<file path="config.mk">
export PLATFORM = sky130hd
export DESIGN_NAME = delay_line_ctrl
export DESIGN_NICKNAME = d
export VERILOG_FILES = /design/src/rtl/delay_line_pkg.sv /design/src/rtl/delay_line_therm_enc.sv /design/src/rtl/delay_line_ctrl.sv
export SDC_FILE = /design/constraint.sdc
export NUM_CORES = 1
export LEC_CHECK = 0
export ABC_AREA = 1
export BUFFER_PORTS_ARGS = -buffer_cell sky130_fd_sc_hd__buf_4
export CAP_MARGIN = 20
export CORE_MARGIN = 2
export CORE_UTILIZATION = 55
export DETAILED_ROUTE_END_ITERATION = 16
export PLACE_DENSITY_LB_ADDON = 0.08
export SLEW_MARGIN = 10
export SYNTH_ARGS = -nofsm -noshare
export SYNTH_HDL_FRONTEND = slang
export SYNTH_SLANG_ARGS = --single-unit
</file>
<file path="constraint.sdc">
create_clock -name clk -period 14.97 [get_ports clk]
set_input_delay 1.497 -clock clk [delete_from_list [all_inputs] [get_ports clk]]
set_output_delay 1.497 -clock clk [all_outputs]
set_load 0.01 [all_outputs]
</file>
<file path="src/rtl/delay_line_pkg.sv">
// Shared types and constants for the delay-line measurement sequencer.
//  state_t   : controller FSM states
//  DEF_TAPS  : default number of sampled taps
//  cnt_width : bits needed to hold a count of 0..n inclusive
package delay_line_pkg;

   typedef enum logic [2:0] {
      ST_IDLE   = 3'd0,
      ST_LAUNCH = 3'd1,
      ST_ENCODE = 3'd2,
      ST_DRAIN  = 3'd3,
      ST_DONE   = 3'd4
   } state_t;

   localparam int DEF_TAPS = 32;

   function automatic int cnt_width(input int n);
      return $clog2(n + 1);
   endfunction

endpackage

</file>
<file path="src/rtl/delay_line_therm_enc.sv">
// Combinational thermometer decoder for one captured tap word.
//  taps : captured tap word, tap 0 is nearest the launch point
//  cnt  : number of leading ones from tap 0 (TAPS when all ones)
//  bub  : a 1 exists above the first 0 (does not change cnt)
module delay_line_therm_enc
   import delay_line_pkg::*;
#(
   parameter  int TAPS  = DEF_TAPS,
   localparam int CNT_W = cnt_width(TAPS)
) (
   input  logic [TAPS-1:0]  taps,
   output logic [CNT_W-1:0] cnt,
   output logic             bub
);

   logic             run_s;
   logic [CNT_W-1:0] cnt_s;
   logic             bub_s;

   // Single upward scan: run_s stays high until the first 0, so summing it
   // gives the leading-ones count; any 1 seen after run_s falls is a bubble.
   always_comb begin
      run_s = 1'b1;
      cnt_s = {CNT_W{1'b0}};
      bub_s = 1'b0;
      for (int i = 0; i < TAPS; i++) begin
         bub_s = bub_s | (taps[i] & ~run_s);
         run_s = run_s & taps[i];
         cnt_s = cnt_s + {{(CNT_W-1){1'b0}}, run_s};
      end
   end

   assign cnt = cnt_s;
   assign bub = bub_s;

endmodule

</file>
<file path="src/rtl/delay_line_ctrl.sv">
// Measurement sequencer for a tapped delay line: launches an edge, captures
// the taps one clock later, decodes them and accumulates 2**AVG_LOG2 samples.
//  clk, rst_n : clock, asynchronous active-low reset
//  ena        : design selected; low aborts any run on the next edge
//  start_i    : start request, honoured only in IDLE
//  taps_i     : raw tap outputs of the delay line
//  launch_o   : edge driven into the delay line (one cycle per sample)
//  busy_o     : high whenever a run is in progress
//  done_o     : one-cycle pulse when result_o updates
//  result_o   : sum of the decoded samples of the last completed run
//  bubble_o   : sticky per run, a bubble was seen in some sample
module delay_line_ctrl
   import delay_line_pkg::*;
#(
   parameter  int TAPS     = DEF_TAPS,
   parameter  int AVG_LOG2 = 3,
   parameter  int SETTLE   = 2,
   localparam int CNT_W    = cnt_width(TAPS)
) (
   input  logic                      clk,
   input  logic                      rst_n,
   input  logic                      ena,
   input  logic                      start_i,
   input  logic [TAPS-1:0]           taps_i,
   output logic                      launch_o,
   output logic                      busy_o,
   output logic                      done_o,
   output logic [CNT_W+AVG_LOG2-1:0] result_o,
   output logic                      bubble_o
);

   localparam int RES_W = CNT_W + AVG_LOG2;
   localparam int SMP_W = AVG_LOG2 + 1;
   localparam int N_SMP = 1 << AVG_LOG2;
   localparam int SET_W = cnt_width(SETTLE);

   state_t           state_r;
   state_t           state_nxt_s;
   logic [SET_W-1:0] settle_r;
   logic [SMP_W-1:0] smp_r;
   logic [TAPS-1:0]  tap_q_r;
   logic [RES_W-1:0] acc_r;
   logic [RES_W-1:0] result_r;
   logic             bubble_r;
   logic             launch_r;
   logic             busy_r;
   logic             done_r;
   logic [CNT_W-1:0] cnt_s;
   logic             bub_s;

   delay_line_therm_enc #(.TAPS(TAPS)) u_enc (
      .taps (tap_q_r),
      .cnt  (cnt_s),
      .bub  (bub_s)
   );

   // State register.
   always_ff @(posedge clk or negedge rst_n) begin
      if (!rst_n) begin
         state_r <= ST_IDLE;
      end else begin
         state_r <= state_nxt_s;
      end
   end

   // Next-state logic; ena low overrides every transition.
   always_comb begin
      state_nxt_s = ST_IDLE;
      if (!ena) begin
         state_nxt_s = ST_IDLE;
      end else begin
         case (state_r)
            ST_IDLE: begin
               if (start_i) state_nxt_s = ST_LAUNCH;
               else         state_nxt_s = ST_IDLE;
            end
            ST_LAUNCH: state_nxt_s = ST_ENCODE;
            ST_ENCODE: state_nxt_s = ST_DRAIN;
            ST_DRAIN: begin
               if (settle_r != {SET_W{1'b0}})        state_nxt_s = ST_DRAIN;
               else if (smp_r == SMP_W'(N_SMP))      state_nxt_s = ST_DONE;
               else                                  state_nxt_s = ST_LAUNCH;
            end
            ST_DONE: state_nxt_s = ST_IDLE;
            default: state_nxt_s = ST_IDLE;
         endcase
      end
   end

   // Datapath: tap capture, accumulation, sample and settle counters.
   always_ff @(posedge clk or negedge rst_n) begin
      if (!rst_n) begin
         settle_r <= {SET_W{1'b0}};
         smp_r    <= {SMP_W{1'b0}};
         tap_q_r  <= {TAPS{1'b0}};
         acc_r    <= {RES_W{1'b0}};
         bubble_r <= 1'b0;
      end else if (ena) begin
         case (state_r)
            ST_IDLE: begin
               if (start_i) begin
                  acc_r    <= {RES_W{1'b0}};
                  smp_r    <= {SMP_W{1'b0}};
                  bubble_r <= 1'b0;
               end
            end
            // Taps are captured on the edge that ends the launch cycle.
            ST_LAUNCH: tap_q_r <= taps_i;
            ST_ENCODE: begin
               acc_r    <= acc_r + RES_W'(cnt_s);
               bubble_r <= bubble_r | bub_s;
               smp_r    <= smp_r + SMP_W'(1);
               settle_r <= SET_W'(SETTLE - 1);
            end
            ST_DRAIN: begin
               if (settle_r != {SET_W{1'b0}}) settle_r <= settle_r - SET_W'(1);
            end
            default: settle_r <= settle_r;
         endcase
      end
   end

   // Output registers follow the next state so they line up with state_r.
   always_ff @(posedge clk or negedge rst_n) begin
      if (!rst_n) begin
         launch_r <= 1'b0;
         busy_r   <= 1'b0;
         done_r   <= 1'b0;
         result_r <= {RES_W{1'b0}};
      end else begin
         launch_r <= (state_nxt_s == ST_LAUNCH);
         busy_r   <= (state_nxt_s != ST_IDLE);
         done_r   <= (state_nxt_s == ST_DONE);
         if (state_nxt_s == ST_DONE) result_r <= acc_r;
      end
   end

   assign launch_o = launch_r;
   assign busy_o   = busy_r;
   assign done_o   = done_r;
   assign result_o = result_r;
   assign bubble_o = bubble_r;

endmodule

</file>
* After elaboration in Yosys (flattened, before gate mapping)
Index checks and enable logic that the tools add are counted.
** Cells by class
- Equality and inequality tests :: 8
- Bitwise logic cells :: 124
- Reductions and logical operators :: 8
- Mux-type cells :: 13
- Add/sub/neg operators :: 34
** Operators with widths (number)
- 6-bit by 1-bit adder with 6-bit output :: 30
- 1-bit bitwise AND :: 62
- 1-bit NOT :: 31
- 1-bit bitwise OR :: 31
- 9-bit one-hot mux with 2 select lines :: 1
- 3-bit one-hot mux with 4 select lines :: 1
- 9-bit by 6-bit adder with 9-bit output :: 1
- 3-bit two-way mux :: 3
- 9-bit two-way mux :: 1
- 4-bit one-hot mux with 2 select lines :: 1
- 3-bit by 1-bit == test with 1-bit output, second input constant :: 2
- 3-bit by 2-bit == test with 1-bit output, second input constant :: 2
- 3-bit AND reduction :: 2
- 2-bit nonzero test :: 3
- 4-bit by 1-bit adder with 4-bit output, second input constant :: 1
- 4-bit == test, second input constant :: 1
- 4-bit two-way mux :: 1
- 2-bit inequality test, second input constant :: 2
- 2-bit one-hot mux with 2 select lines :: 1
- 3-bit == test, second input constant :: 1
- 3-bit zero test :: 1
- 3-bit nonzero test :: 1
- 1-bit by 1-bit adder with 2-bit output :: 1
- 1-bit two-way mux :: 2
- 4 further kinds :: 4
** Word-level totals
- Output and inout bits :: 13
- Input bits :: 36
- Logic and storage cells :: 197
- Flip-flop bits (word level) :: 63

* Depth between registers and ports, before layout
- Word-level depth :: 35
- Mapped depth :: 46
- Gate-level depth less buffers :: 46

* Modules after synthesis
From an unflattened synthesis, not the netlist that was laid out.
** Unflattened totals
- Cell total of the unflattened synthesis :: 429
- Area total of the unflattened synthesis :: 4275.4 sq um
** Modules (own cells, without submodules)
- delay_line_ctrl :: times used 1, cells each 262, area an instance 2956.6 sq um, sequential area each 1576.5 sq um
- delay_line_therm_enc :: times used 1, cells each 167, area an instance 1318.8 sq um, sequential area each 0.0 sq um

* Least setup slack after synthesis
OpenSTA, ideal clock, no wires.
- Path type :: reg-to-reg
- From :: register tap_q_r[0]
- To :: register acc_r[8]
- Required time :: 14888 ps
- Library setup time :: 82 ps
- Clock period less this slack :: 7745 ps
- Cell stages (with the launch flop) :: 40
- Path slack :: 7225 ps
- Data arrival time :: 7663 ps
- Buffers on the path :: 0
- Cell sequence :: dfrtp_1 -> nand2_1 -> nor2_2 -> nand4_1 -> nor2_2 -> nand4_1 -> nor2_2 -> nand4_1 -> nor2_2 -> nand4_1 -> nor2_1 -> nand4_1 -> nor2_2 -> nand4_1 -> nor2_2 -> nand3_2 -> inv_1 -> nand2_1 -> [... 4 more ...] -> fa_1 -> fa_1 -> fa_1 -> fa_1 -> inv_1 -> fa_1 -> fa_1 -> o31ai_1 -> inv_1 -> nor2_1 -> o21ai_0 -> nand2_1 -> nand2_1 -> nor2_1 -> nand2_1 -> nand2_1 -> nand2_1 -> a31oi_1
** On the way
- Longest elaborated chain between the ends :: 34
- Elaborated cells on any way between the ends :: 64
- Those cells by class :: add/sub: 32; mux: 1; bitwise: 31
** Ends and longest elaborated chain
- from (decl) :: line delay_line_ctrl.sv:41 : logic [TAPS-1:0] tap_q_r;
- from (signal assigned) :: line delay_line_ctrl.sv:95 : tap_q_r <= {TAPS{1'b0}};
- from (signal assigned) :: line delay_line_ctrl.sv:108 : ST_LAUNCH: tap_q_r <= taps_i;
- 1-bit bitwise AND :: line delay_line_therm_enc.sv:28 : run_s = run_s & taps[i];
- 1-bit by 1-bit adder with 2-bit output or 1-bit bitwise AND (tied branches) :: line delay_line_therm_enc.sv:29, delay_line_therm_enc.sv:28
- 6-bit by 1-bit adder with 6-bit output or 1-bit bitwise AND (tied branches) (29 in a row) :: line delay_line_therm_enc.sv:29, delay_line_therm_enc.sv:28
- 6-bit by 1-bit adder with 6-bit output (*) :: line delay_line_therm_enc.sv:29 : cnt_s = cnt_s + {{(CNT_W-1){1'b0}}, run_s};
- 9-bit by 6-bit adder with 9-bit output (*) :: line delay_line_ctrl.sv:110 : acc_r <= acc_r + RES_W'(cnt_s);
- 9-bit one-hot mux with 2 select lines (*) :: line delay_line_ctrl.sv:99 : case (state_r)
- to (signal assigned) :: line delay_line_ctrl.sv:96 : acc_r <= {RES_W{1'b0}};
- to (signal assigned) :: line delay_line_ctrl.sv:102 : acc_r <= {RES_W{1'b0}};
- to (signal assigned) :: line delay_line_ctrl.sv:110
- to (decl) :: line delay_line_ctrl.sv:42 : logic [RES_W-1:0] acc_r;
Every way passes the cells marked *; elsewhere a longest branch is shown, timed or not.
A chain may end at the register's enable or synchronous reset.

* Worst setup path in the final report
Same ends and word-level chain as after synthesis.

==> results.txt <==
outcome: finished clean
Vert. Die Dim: 88.2 um
global route total overflow: 0
P&R area growth vs syn: 17.1%
Top cell by count, worst path: fa_1
CP Max Fanout: 4
worst hold path type: reg -> reg
shortest period the worst path allows: 8460 ps
Residual DRC: 0
die width: 88.2 um
crit path capture type: register
Cell Int Power: 0.375 mW
CTS tree: yes
setup_tns: 0 ps
vias in the first global route: 2940
clk slew on worst S/H paths: 70 ps
I/O pin cnt: 49
switching power total: 0.218 mW
LEAKAGE: 2.30 nW
row cnt: 30
Routed Antenna Nets: 0
Placed Area: 4360 sq um
CTS Hold Bufs: 0
Worst Path Required: 15240 ps
count of final setup violators: 0
PD cells: 130 nW/um^2
final hold slack: 458 ps
synthesized area: 3900 sq um
Seq/Total Area, Yosys: 40.4%
CP Launch Type: register
worst skew pair latency: 350 ps
GRT Total Usage: 22.5%
via count: 2963
largest net degree at the start of global routing: 64
Clock Skews: 10.2 ps
Critical-path top delay cell: fa_1
syn avg cell area: 9.07 sq um
Synth cell types: 30
WP data arrival: 8730 ps
sequential power share: 41.7%
post-place setup slack: 6490 ps
clock root cell: clkbuf_8
Initial DRC Count: 182
placed insts: 567
Yosys Warn Count: 0
PostCTS Resize Cnt: 0
WL final: 7780 um
Filler cells: 591
final setup margin: 6510 ps
DPL Wire Length: 5940 um
first-pass GRT wire length: 13200 um
Switching Fraction: 36.8%
Layout Cells excl Fill: 583
Setup CP Type: reg -> reg
RSZ-0062 raised after global routing: false
most frequent cells in the layout: inv_1, dfrtp_1, buf_4
Core ar.: 6830 sq um
clock sinks: 63
fmax: 118 MHz
Tightest Pin Transition: 1030 ps
detailed-router iteration count before antenna repair: 4
PortBufs: 48
Worst slew margin: 30.8%
routability cong.: 0.879
DR vias/cell: 5.08
Seq cells post-synth: 63
layout cells sized above 1: 20.3%
Post-Syn Instances: 430
Crit path largest cell delay: 560 ps
final period utilization: 56.5%
combinational fraction of design power: 32.5%
initial antenna violation count: 0
Max Slew Vio Count: 0
Final Instance Area: 4570 sq um
nets@finish: 559
Antenna diodes: 0
Post CTS Setup Buffer Count: 0
clock tree buffer depth: 2
CTS Buf Count: 9
Final Hold Vio Count: 0
syn_nets: 507
Max VDD drop: 0.0945 mV
Max Cap Viol: 0
Clk network pwr share: 25.9%
Initial Utilization: 57.1%
commonest non-fill, non-tap cell in the layout: inv_1
H-tree depth: 3
drt wl/cell: 13.3 um
die area: 7780 sq um
==> critical path, delay by kind of cell, from the launching register on <==
family / cells / cell delay, ps
adder cells (fa/ha/maj): 9 / 4350
AND/OR/NAND/NOR: 23 / 2760
AO/OA/AOI/OAI: 3 / 550
flip-flops: 1 / 400
buffers and inverters: 4 / 320
==> stage by stage <==
step / utilization (%) / power [mW]
4_1_cts: 66.8 / 0.600
3_5_place_dp: 63.8 / 0.442
3_3_place_gp: 63.8 / 0.435
5_1_grt: 66.8 / 0.640
2_1_floorplan: - / 0.385
6_report: 66.8 / 0.593
==> power by group through the flow <==
stage | logic [mW] | registers (mW) | clock network, mW
after floorplan | 0.144 | 0.241 | 0
after global placement | 0.185 | 0.249 | 0
after detailed placement | 0.193 | 0.249 | 0
after CTS | 0.197 | 0.247 | 0.156
after global routing | 0.223 | 0.252 | 0.165
final | 0.193 | 0.247 | 0.153
==> worst paths after layout <==
path                       startpoint     endpoint  slack [ps]  depth (start not counted)
min in group asynchronous       rst_n  result_o[6]        1220                          1
hold / removal               acc_r[8]     acc_r[8]         460                          1
hold reg to reg              acc_r[8]     acc_r[8]         460                          1
setup / recovery           tap_q_r[0]     acc_r[8]        6510                         39
setup reg to reg           tap_q_r[0]     acc_r[8]        6510                         39
max in group asynchronous       rst_n     bubble_o       13240                          1
==> routing by layer <==
metal	share of wire [%]	routed length [um]	global-route usage, %	up-vias
li1	-	-	-	1470
met1	46	3610	30.7	1421
met2	47	3690	34.7	58
met3	4.5	353	6.88	14
met4	1.5	116	7.16	0
met5	0	0	0	-
==> logic make-up after synthesis <==
logic type	after synthesis	share of synthesized area [%]
adder cells (fa/ha/maj)	41	18.0
multiplexers	9	2.60
buffers and inverters	103	10.0
XOR/XNOR	4	0.898
AND/OR/NAND/NOR	137	18.0
AO/OA/AOI/OAI	73	10.1
flip-flops	63	40.4
==> final cells by class <==
class | count | area [sq um] | area share (%)
well taps | 96 | 120 | 2.63
inverters | 95 | 357 | 7.81
repair buffers | 49 | 368 | 8.06
clock buffers | 10 | 138 | 3.01
multi-input cells | 264 | 1940 | 42.5
flip-flops and latches | 63 | 1580 | 34.5
clock inverters | 6 | 68.8 | 1.51
==> flip-flops by register name, summed over array words and instances, names as in the netlist <==
| name | count |
|---|---|
| result_o | 9 |
| settle_r | 2 |
| bubble_o | 1 |
| done_o | 1 |
| launch_o | 1 |
| acc_r | 9 |
| tap_q_r | 32 |
| smp_r | 4 |
| state_r | 3 |
| busy_o | 1 |
==> Yosys cell counts (all sizes together) <==
library cell,n,area (sq um)
ha,16,200
dfrtp,63,1580
fa,25,500
a21boi,1,7.51
nor2,54,260
or2,3,18.8
nor3,7,35.0
mux2,9,101
nand2,43,161
o221ai,1,8.76
inv,94,353
nand4,17,153
xnor2,1,8.76
o32ai,2,17.5
clkbuf,7,26.3
a221oi,1,8.76
a31oi,1,6.26
o21ai,24,120
nand3,13,75.1
buf,1,7.51
a21oi,38,190
o22ai,3,18.8
xor2,3,26.3
clkinv,1,3.75
o31ai,2,15.0
(Power assumes the default switching activity.)
